<file path="src/rtl/posit_pkg.sv">
// Shared types and constants for the binary32 -> posit<32,2> converter.
// Holds posit encodings, scale limits and the inter-stage payloads.
package posit_pkg;

    localparam logic [31:0] POSIT_NAR    = 32'h8000_0000;
    localparam logic [31:0] POSIT_MAXPOS = 32'h7FFF_FFFF;
    localparam logic [31:0] POSIT_MINPOS = 32'h0000_0001;

    localparam int FLOAT_BIAS = 127;

    localparam logic signed [8:0] SCALE_MAX = 9'sd120;
    localparam logic signed [8:0] SCALE_MIN = -9'sd120;

    // Unpacked binary32 after stage 1.
    typedef struct packed {
        logic              sign;
        logic signed [8:0] scale;
        logic [22:0]       frac;
        logic              zero;
        logic              special;
        logic              denorm;
    } s1_t;

    typedef enum logic [2:0] {
        CLS_NORM,
        CLS_ZERO,
        CLS_NAR,
        CLS_SAT_HI,
        CLS_SAT_LO
    } cls_e;

    // Positive posit body plus rounding bits after stage 2.
    typedef struct packed {
        cls_e        cls;
        logic        sign;
        logic [30:0] body;
        logic        guard;
        logic        sticky;
    } s2_t;

    function automatic logic [31:0] negate(input logic [31:0] x);
        return ~x + 32'd1;
    endfunction

endpackage

</file>
<file path="src/rtl/posit_round_rne.sv">
// Round-to-nearest-even of a 31-bit posit body, clamp, then apply sign.
// Ports: body/guard/sticky/sign in, 32-bit posit out (combinational).
module posit_round_rne
    import posit_pkg::*;
(
    input  logic [30:0] body,
    input  logic        guard,
    input  logic        sticky,
    input  logic        sign,
    output logic [31:0] posit
);

    logic        inc;
    logic [31:0] sum;
    logic [31:0] mag;

    assign inc = guard & (sticky | body[0]);
    assign sum = {1'b0, body} + {31'd0, inc};

    // Carry into bit 31 would alias NaR; a zero body would alias 0.
    always_comb begin
        mag = sum;
        if (sum[31]) begin
            mag = POSIT_MAXPOS;
        end else if (sum == 32'd0) begin
            mag = POSIT_MINPOS;
        end
    end

    assign posit = sign ? negate(mag) : mag;

endmodule

</file>
<file path="src/rtl/float_to_posit_pipe.sv">
// 3-stage valid/ready pipeline converting IEEE binary32 to posit<32,2>.
// Ports: clk, rst_n (async low), in_valid/in_ready/in_data,
//   out_valid/out_ready/out_data; with FLOAT_TO_POSIT_STATUS_EN also
//   out_status[2:0] = {nar, saturated, inexact} aligned with out_data.
module float_to_posit_pipe
    import posit_pkg::*;
#(
    parameter int N  = 32,
    parameter int ES = 2
) (
    input  logic         clk,
    input  logic         rst_n,
    input  logic         in_valid,
    output logic         in_ready,
    input  logic [N-1:0] in_data,
    output logic         out_valid,
    input  logic         out_ready,
    output logic [N-1:0] out_data
`ifdef FLOAT_TO_POSIT_STATUS_EN
    ,
    output logic [2:0]   out_status
`endif
);

    logic v1, v2, v3;
    logic ld1, ld2, ld3;

    // A stage may load when empty or when its word moves on.
    assign ld3       = !v3 | out_ready;
    assign ld2       = !v2 | ld3;
    assign ld1       = !v1 | ld2;
    assign in_ready  = ld1;
    assign out_valid = v3;

    // ---------------- S1: unpack / classify
    s1_t        s1_d, s1_q;
    logic [7:0] exp_f;

    always_comb begin
        exp_f         = in_data[30:23];
        s1_d.sign     = in_data[31];
        s1_d.frac     = in_data[22:0];
        s1_d.scale    = $signed({1'b0, exp_f} - 9'(FLOAT_BIAS));
        s1_d.zero     = (exp_f == 8'd0) & (in_data[22:0] == 23'd0);
        s1_d.special  = (exp_f == 8'hFF);
        s1_d.denorm   = (exp_f == 8'd0) & (in_data[22:0] != 23'd0);
    end

    always_ff @(posedge clk or negedge rst_n) begin
        if (!rst_n) begin
            v1   <= 1'b0;
            s1_q <= '0;
        end else begin
            if (ld1) v1 <= in_valid;
            if (ld1 & in_valid) s1_q <= s1_d;
        end
    end

    // ---------------- S2: regime build
    logic [6:0]    k;
    logic [ES-1:0] e;
    logic [5:0]    run;
    logic [5:0]    rl;
    logic [63:0]   regime;
    logic [63:0]   tail;
    logic [63:0]   str;
    logic          c_nar, c_zero, c_hi, c_lo, c_norm;
    s2_t           s2_d, s2_q;

    // Dropping the low ES bits of scale is the arithmetic shift.
    assign k = s1_q.scale[8:ES];
    assign e = s1_q.scale[ES-1:0];

    // run = number of identical regime bits before the terminator.
    assign run = k[6] ? (6'd0 - k[5:0]) : (k[5:0] + 6'd1);
    assign rl  = run + 6'd1;

    always_comb begin
        if (k[6]) regime = 64'h8000_0000_0000_0000 >> run;
        else      regime = ~({64{1'b1}} >> run);
        tail = {e, s1_q.frac, {(64-ES-23){1'b0}}} >> rl;
        str  = regime | tail;
    end

    assign c_nar  = s1_q.special;
    assign c_zero = s1_q.zero;
    assign c_lo   = !s1_q.special & (s1_q.denorm |
                    (!s1_q.zero & (s1_q.scale < SCALE_MIN)));
    assign c_hi   = !s1_q.special & (s1_q.scale >= SCALE_MAX);
    assign c_norm = !(c_nar | c_zero | c_lo | c_hi);

    always_comb begin
        s2_d.cls    = CLS_NORM;
        s2_d.sign   = s1_q.sign;
        s2_d.body   = str[63:33];
        s2_d.guard  = str[32];
        s2_d.sticky = |str[31:0];
        unique case (1'b1)
            c_nar:   s2_d.cls = CLS_NAR;
            c_zero:  s2_d.cls = CLS_ZERO;
            c_lo:    s2_d.cls = CLS_SAT_LO;
            c_hi:    s2_d.cls = CLS_SAT_HI;
            c_norm:  s2_d.cls = CLS_NORM;
            default: s2_d.cls = CLS_NORM;
        endcase
    end

    always_ff @(posedge clk or negedge rst_n) begin
        if (!rst_n) begin
            v2   <= 1'b0;
            s2_q <= '0;
        end else begin
            if (ld2) v2 <= v1;
            if (ld2 & v1) s2_q <= s2_d;
        end
    end

    // ---------------- S3: round / sign / specials
    logic [31:0] rnd;
    logic [31:0] res;

    posit_round_rne u_round (
        .body   (s2_q.body),
        .guard  (s2_q.guard),
        .sticky (s2_q.sticky),
        .sign   (s2_q.sign),
        .posit  (rnd)
    );

    always_comb begin
        res = rnd;
        unique case (s2_q.cls)
            CLS_ZERO:   res = 32'd0;
            CLS_NAR:    res = POSIT_NAR;
            CLS_SAT_HI: res = s2_q.sign ? negate(POSIT_MAXPOS)
                                        : POSIT_MAXPOS;
            CLS_SAT_LO: res = s2_q.sign ? negate(POSIT_MINPOS)
                                        : POSIT_MINPOS;
            default:    res = rnd;
        endcase
    end

    always_ff @(posedge clk or negedge rst_n) begin
        if (!rst_n) begin
            v3       <= 1'b0;
            out_data <= '0;
        end else begin
            if (ld3) v3 <= v2;
            if (ld3 & v2) out_data <= res;
        end
    end

`ifdef FLOAT_TO_POSIT_STATUS_EN
    logic st_nar, st_sat, st_inx;

    assign st_nar = (s2_q.cls == CLS_NAR);
    assign st_sat = (s2_q.cls == CLS_SAT_HI) | (s2_q.cls == CLS_SAT_LO);
    assign st_inx = st_sat |
                    ((s2_q.cls == CLS_NORM) & (s2_q.guard | s2_q.sticky));

    always_ff @(posedge clk or negedge rst_n) begin
        if (!rst_n) begin
            out_status <= 3'b000;
        end else if (ld3 & v2) begin
            out_status <= {st_nar, st_sat, st_inx};
        end
    end
`endif

endmodule

</file>
<file path="config.mk">
export PLATFORM = sky130hd
export DESIGN_NAME = float_to_posit_pipe
export DESIGN_NICKNAME = d
export VERILOG_FILES = /design/src/rtl/posit_pkg.sv /design/src/rtl/posit_round_rne.sv /design/src/rtl/float_to_posit_pipe.sv
export SDC_FILE = /design/constraint.sdc
export NUM_CORES = 1
export LEC_CHECK = 0
export ABC_AREA = 1
export BUFFER_PORTS_ARGS = -buffer_cell sky130_fd_sc_hd__buf_2
export CORE_MARGIN = 2
export CORE_UTILIZATION = 40
export CTS_CLUSTER_DIAMETER = 50
export DETAILED_ROUTE_END_ITERATION = 8
export SKIP_LAST_GASP = 1
export SLEW_MARGIN = 20
export SYNTH_ARGS = -nofsm -noshare
export SYNTH_HDL_FRONTEND = slang
export SYNTH_HIERARCHICAL = 1
export SYNTH_SLANG_ARGS = --single-unit
export TNS_END_PERCENT = 30
</file>
<file path="constraint.sdc">
create_clock -name clk -period 4.21 [get_ports clk]
set_input_delay 1.263 -clock clk [delete_from_list [all_inputs] [get_ports clk]]
set_output_delay 1.263 -clock clk [all_outputs]
set_load 0.02 [all_outputs]
</file>
==> results of run 1 <==
-- metal layers --
metal  routed length [um]  vias up  global-route usage  share of wire
li1                     -     5270                   -              -
met1                14100     4968               0.334           0.44
met2                15300      335               0.430           0.47
met3                 1760       68              0.0314          0.055
met4                 1120        0              0.0991          0.035
met5                    0        -                   0              0
-- timing repair --
| item | 4_1_cts | 5_1_grt |
|---|---|---|
| setup buffers | 0 | 0 |
| endpoints found under the setup margin | 0 | 1 |
| resized for setup | 0 | 1 |
-- layout make-up --
cell class / instances / area share
inverter: 141 / 0.0502
clock inverter: 7 / 0.00804
multi-input combinational: 1271 / 0.576
clock buffer: 9 / 0.0210
timing repair buffer: 102 / 0.0555
tap: 324 / 0.0378
sequential: 108 / 0.252
-- placed cells by master (no fill, tap or decap), drive strengths merged --
cell     instances
nor3            13
dfrtp          108
o2111ai          4
nand3b           9
nor4             9
a21oi           66
o211ai          11
o2bb2ai          1
or2              3
o21bai           2
o22a             2
xnor2            9
clkbuf           9
o221ai           2
a221oi           2
nand4           21
a31oi           18
nand3          202
nor3b            1
o21a             3
a22oi            1
nor2           233
o22ai            4
ha              10
o32a             4
o31ai            1
a22o             1
o221a            1
and2             2
xor2            17
a41oi            4
buf            102
a211oi           2
o21ai           61
inv            141
nand2          552
clkinv           7
-- cell families (layout without fill, tap and decap cells) --
group                      after synthesis  count (layout)  share of synthesized area
and+or+nand+nor                       1045            1045                      0.478
buffers and inverters                  202             259                     0.0877
AOI/OAI and AO/OA                      190             190                      0.117
DFF                                    108             108                      0.278
xor gates and xnor gates                26              26                     0.0258
adders and majority gates               10              10                     0.0129
-- worst max-delay path by stage --
| stage | start | end | slack (ns) |
|---|---|---|---|
| finish | s2_q[2] | out_data[24] | 0.49 |
| global route | s2_q[2] | out_data[22] | 0.07 |
| CTS | s2_q[2] | out_data[24] | 0.41 |
| detailed placement | s2_q[2] | out_data[24] | 0.45 |
| global placement | s2_q[2] | out_data[26] | 0.56 |
| floorplan | s2_q[2] | out_data[26] | 0.90 |
-- worst min-delay path, stage by stage (launching register included) --
cell and delay (ns):
dfrtp_1 0.36, inv_1 0.05, nand2_1 0.05
-- state kept, by name, summed over array words and instances (netlist names) --
signal and flops:
s2_q 37, v1 1, s1_q 25, out_data 32
c_zero 1, out_valid 1, e 2, v2 1
c_nar 1, k 7
-- report_power, final --
| part | internal, mW | total [mW] | switching, mW |
|---|---|---|---|
| Combinational | 1.59 | 5.08 | 3.49 |
| Sequential | 1.42 | 1.83 | 0.412 |
| Clock | 0.428 | 0.885 | 0.457 |
==> metrics.txt, run 1 <==
P per Cell Area=726 nW/um^2; initial antenna violation count=0; cell taking the most area after synthesis=dfrtp_1; sequential element share of the synthesized area=0.278; hold crit path type=reg -> reg; register area=2700 um^2; largest net degree at the start of global routing=69; worst setup slack after layout=0.487 ns; # placed instances=1,946; ys flop type=dfrtp_1; die height=160 um; Critical R2R Capture=out_data[24]; pre-CTS WS=0.455 ns; warnings from Yosys=6; RSZ-0062 raised after global routing=no; crit-path max cell delay=0.38 ns; Reg-to-Reg Start=s2_q[2]; setup TNS=0 ns; Cell Count, Final, Fillers Out=roughly 2k; number of detailed-route iterations in the first pass=5; fin nets=1,679; status=completed; wire length of the first global-routing pass=52.6 mm; Net Count, Synth=1,627; top cells by area, synth=dfrtp_1 28%, nand2_1 20%, nand3_1 9.9%, nor2_1 8.1%, inv_1 4.8%; Synth Register Bits=108; Rel. slew slack=0.350; ys async rst share=1.00; share of the synthesized area in the top cell type=0.278; Iter 0 DRT Violations=913; Final Hold Fails=0; n_diodes=0; Cell variety after synth=54; fillcell total=2,658; worst r2r path cells=27; DR DRC count=0; CP required=4.50 ns; Die Area=25,500 um^2; Wirelength per Cell=16.4 um; Placement Cell Area=~10,000 um^2; Post-synth EDFFs=0; maximum vdd ir drop=0.296 mV; Die Wd=approximately 160 um; Synth Cell Area=9710 um^2; Hold Slack=0.490 ns; crit start category=flop; Core Region=24,100 um^2; RePlAce Congestion=0.998; layout cells sized above 1=0.128; Total Wirelength=between 30 and 40 mm; IO buf count=69; post-synthesis to final-layout area growth=10.5%; worst slew pin tran=a little under 1 ns; Worst R2R Setup Slack=0.49 ns; Skew-Pair Late Insertion Delay=0.37 ns; design area=between 10,000 and 15,000 um^2; Initial Utilization=0.403; Clock transition at path regs=0.09 ns; Ports=70; antenna viol nets, final=0; type of the worst setup path=reg -> reg; fin util=0.445; count leader, synth=nand2_1; row cnt=57; dpl hpwl=25.8 mm; Period Utilization, post-route=0.884; clock sink count=108; max cap viols=0; Max FO, Critical Path=7; cell mode on critical path=nand2_1; P_leak=5.30 nW; post-route clock skew=~0.018 ns; CTS root buffer=clkbuf_16; f_max=0.269 GHz; WP buf/inv=2; Crit path max-delay family=simple AND/OR/NAND/NOR gates; CTS HTree Levels=3; CTS tree=built; Worst Hold Path EP=out_valid; Mapped Cells=~1.6k; drt via density=5.42; Hold Crit Depth=2; Final Setup Violations=0; grt total ovfl=0; Tmin final=3.72 ns; critical path data arrival time=roughly 4.0 ns; Hold Buf Count CTS=0; CTS Buffer Depth=2; Via Count=10.6k; CP endpoint kind=flop; Slew Viols, Final=0; min-delay src=v2; vias in the first global route=approximately 10k; All-Layer GR Usage=0.255; Multi-input gate area=6180 um^2; Worst path slowest cell=dfrtp_1; TritonCTS Buffers=9; critical path depth=27; Mean Syn Cell Area=6.14 um^2; total power of the final layout=7.79 mW; top cells by count, synth=525 x nand2_1, 210 x nor2_1, 192 x nand3_1
(Power assumes the default switching activity.)
==> run 2, diff against run 1 <==
--- a/config.mk
+++ b/config.mk
@@ -8,13 +8,13 @@
 export ABC_AREA = 1
 export BUFFER_PORTS_ARGS = -buffer_cell sky130_fd_sc_hd__buf_2
 export CORE_MARGIN = 2
-export CORE_UTILIZATION = 40
+export CORE_UTILIZATION = 62
 export CTS_CLUSTER_DIAMETER = 50
 export DETAILED_ROUTE_END_ITERATION = 8
+export PLACE_DENSITY = 0.82
 export SKIP_LAST_GASP = 1
 export SLEW_MARGIN = 20
 export SYNTH_ARGS = -nofsm -noshare
 export SYNTH_HDL_FRONTEND = slang
-export SYNTH_HIERARCHICAL = 1
 export SYNTH_SLANG_ARGS = --single-unit
 export TNS_END_PERCENT = 30
==> metrics.txt, run 2 <==
Worst R2R Setup Slack=0.46 ns (-0.03 ns); Core Region=15,100 um^2 (-37%); top cells by area, synth=dfrtp_1 28%, nand2_1 19%, nor2_1 9.2%, o21ai_0 7.1%, inv_1 5.6%; Synth Register Bits=108 (unchanged); Placement Cell Area=10,000 um^2 (-3.9%); Initial Utilization=0.630 (+0.227); row cnt=45 (-21%); Wirelength per Cell=16.6 um (+1.0%); ys flop type=dfrtp_1; Worst path slowest cell=dfrtp_1; Clock transition at path regs=0.08 ns (about the same); dpl hpwl=23.8 mm (-7.9%); Ports=70 (unchanged); Max FO, Critical Path=6 (-1); crit path launch=s2_q[0]; critical path data arrival time=3.99 ns (-0.02 ns); Total Wirelength=30.0 mm (-7.0%); largest reg by FF count=s2_q; drt via density=5.95 (+9.6%); number of detailed-route iterations in the first pass=6 (+1); Slew Viols, Final=0 (unchanged); Largest regs=s2_q (37), out_data (32), s1_q (25); f_max=0.267 GHz (-0.72%); Critical Path End=out_data[28]; P per Cell Area=795 nW/um^2 (+9.6%); CTS Buffer Depth=2 (unchanged); Critical R2R Capture=out_data[28]; Period Utilization, post-route=0.891 (+0.00645); design area=10,400 um^2 (-3.5%); Final Setup Violations=0 (unchanged); CP required=4.45 ns (-0.05 ns); DR DRC count=0 (unchanged); crit start category=flop; worst setup slack after layout=0.460 ns (-0.0272 ns); cell taking the most area after synthesis=dfrtp_1; layout cells sized above 1=0.111 (-0.0170); post-route clock skew=0.0172 ns (-0.000803 ns); die height=128 um (-20%); Mean Syn Cell Area=6.06 um^2 (-1.4%); total power of the final layout=8.24 mW (+5.7%); wire length of the first global-routing pass=49.0 mm (-6.9%); Cell variety after synth=57 (+5.6%); # placed instances=1,789 (-8.1%); Final Hold Fails=0 (unchanged); fin util=0.686 (+0.241); maximum vdd ir drop=0.682 mV (+130%); Cell Count, Final, Fillers Out=1,807 (-7.9%); Post-synth EDFFs=0 (unchanged); Synth Cell Area=9500 um^2 (-2.2%); grt total ovfl=0 (unchanged); ys async rst share=1.00 (unchanged); Reg-to-Reg Start=s2_q[0]; pre-CTS WS=0.444 ns (-0.0109 ns); IO buf count=69 (unchanged); Via Count=10.7k (+0.96%); largest net degree at the start of global routing=61 (-12%); worst slew pin tran=0.989 ns (+0.0162 ns); share of the synthesized area in the top cell type=0.284 (+0.00619); CTS root buffer=clkbuf_16; Tmin final=3.75 ns (+0.0272 ns); Die Area=16,300 um^2 (-36%); worst r2r path cells=27 (unchanged); type of the worst setup path=reg -> reg; vias in the first global route=9,842 (-1.9%); status=completed; TritonCTS Buffers=9 (unchanged); count leader, synth=nand2_1; sequential element share of the synthesized area=0.284 (+0.00619); P_leak=5.00 nW (-5.5%); most frequent cells in the layout=492 x nand2_1, 229 x nor2_1, 141 x inv_1, 134 x o21ai_0, 108 x dfrtp_1; cell mode on critical path=nand2_1; Mapped Cells=1,569 (-0.76%); Hold Buf Count CTS=0 (unchanged); CTS HTree Levels=3 (unchanged); post-synthesis to final-layout area growth=9.01%; leading cell type in the layout, fill and taps excluded=nand2_1; Hold Slack=0.479 ns (-0.0117 ns); antenna viol nets, final=0 (unchanged); Skew-Pair Late Insertion Delay=0.36 ns (about the same); max cap viols=0 (unchanged); CTS tree=built; clock sink count=108 (unchanged); CP endpoint kind=flop; Rel. slew slack=0.340 (-0.0108); Net Count, Synth=1,620 (-0.43%); Iter 0 DRT Violations=1,093 (+20%); fin nets=1,665 (-0.83%); setup TNS=0 ns (unchanged); initial antenna violation count=0 (unchanged); All-Layer GR Usage=0.376 (+0.122); hold crit path type=reg -> reg; top cells by count, synth=492 x nand2_1, 234 x nor2_1, 141 x inv_1; warnings from Yosys=0 (-6); Die Wd=128 um (-20%); crit-path max cell delay=0.41 ns (+0.03 ns); RePlAce Congestion=1.06 (+6.2%); n_diodes=0 (unchanged); max reg flops=37 (unchanged)
## run 2: cell types whose count changed after synthesis, moves of 13 or more
cell	delta
nand3_1	-89
o21ai_0	+89
nand2_1	-33
nor2_1	+24
inv_1	+18
a32oi_1	+14
a21oi_1	-13
o21ai_1	+13
## run 2: how the worst min path moves through the flow
| stage | startpoint | to | slack [ns] | depth (start not counted) |
|---|---|---|---|---|
| detailed placement | v2 | out_valid | 0.47 | 2 |
| floorplan | v2 | out_valid | 0.45 | 2 |
| global route | v2 | out_valid | 0.52 | 2 |
| finish | v2 | out_valid | 0.48 | 2 |
| global placement | v2 | out_valid | 0.46 | 2 |
| CTS | v2 | out_valid | 0.49 | 2 |
## run 2: cell type report
type	instances	area, um^2
Inverter	160	603
Fill cell	1441	4730
Sequential cell	108	2700
Timing Repair Buffer	97	583
Clock inverter	7	88.8
Multi-Input combinational cell	1238	5920
Clock buffer	9	225
Tap cell	188	235
## run 2: report_power, final
| group | internal, mW | switching, mW |
|---|---|---|
| sequential | 1.42 | 0.345 |
| combinational | 1.70 | 3.90 |
| clock | 0.429 | 0.448 |
## run 2: logic make-up after synthesis
kind of cell / count (synthesis) / share of synthesized area
AND/OR/NAND/NOR: 933 / 0.419
flip-flops: 108 / 0.284
buffers and inverters: 223 / 0.0949
adder cells (fa/ha/maj): 15 / 0.0198
AO/OA/AOI/OAI: 276 / 0.165
multiplexers: 6 / 0.00632
XOR/XNOR: 8 / 0.0109
## run 2: critical path: cells and delay by family (launching register included)
family,cells,cell delay (ns)
AND/OR/NAND/NOR,20,2.27
flip-flops,1,0.41
buffers and inverters,2,0.12
AO/OA/AOI/OAI,2,0.21
adder cells (fa/ha/maj),3,0.62
## run 2: timing repair
item	in CTS	in global routing
setup endpoints to repair	0	8
buffers inserted	0	2
hold endpoints to repair	0	0
gates resized for setup	0	5
## run 2: routing by layer
metal	track usage	up-vias	part of all wire
li1	-	5202	-
met1	0.483	4884	0.40
met2	0.625	562	0.47
met3	0.0747	95	0.088
met4	0.154	0	0.041
met5	0	-	0
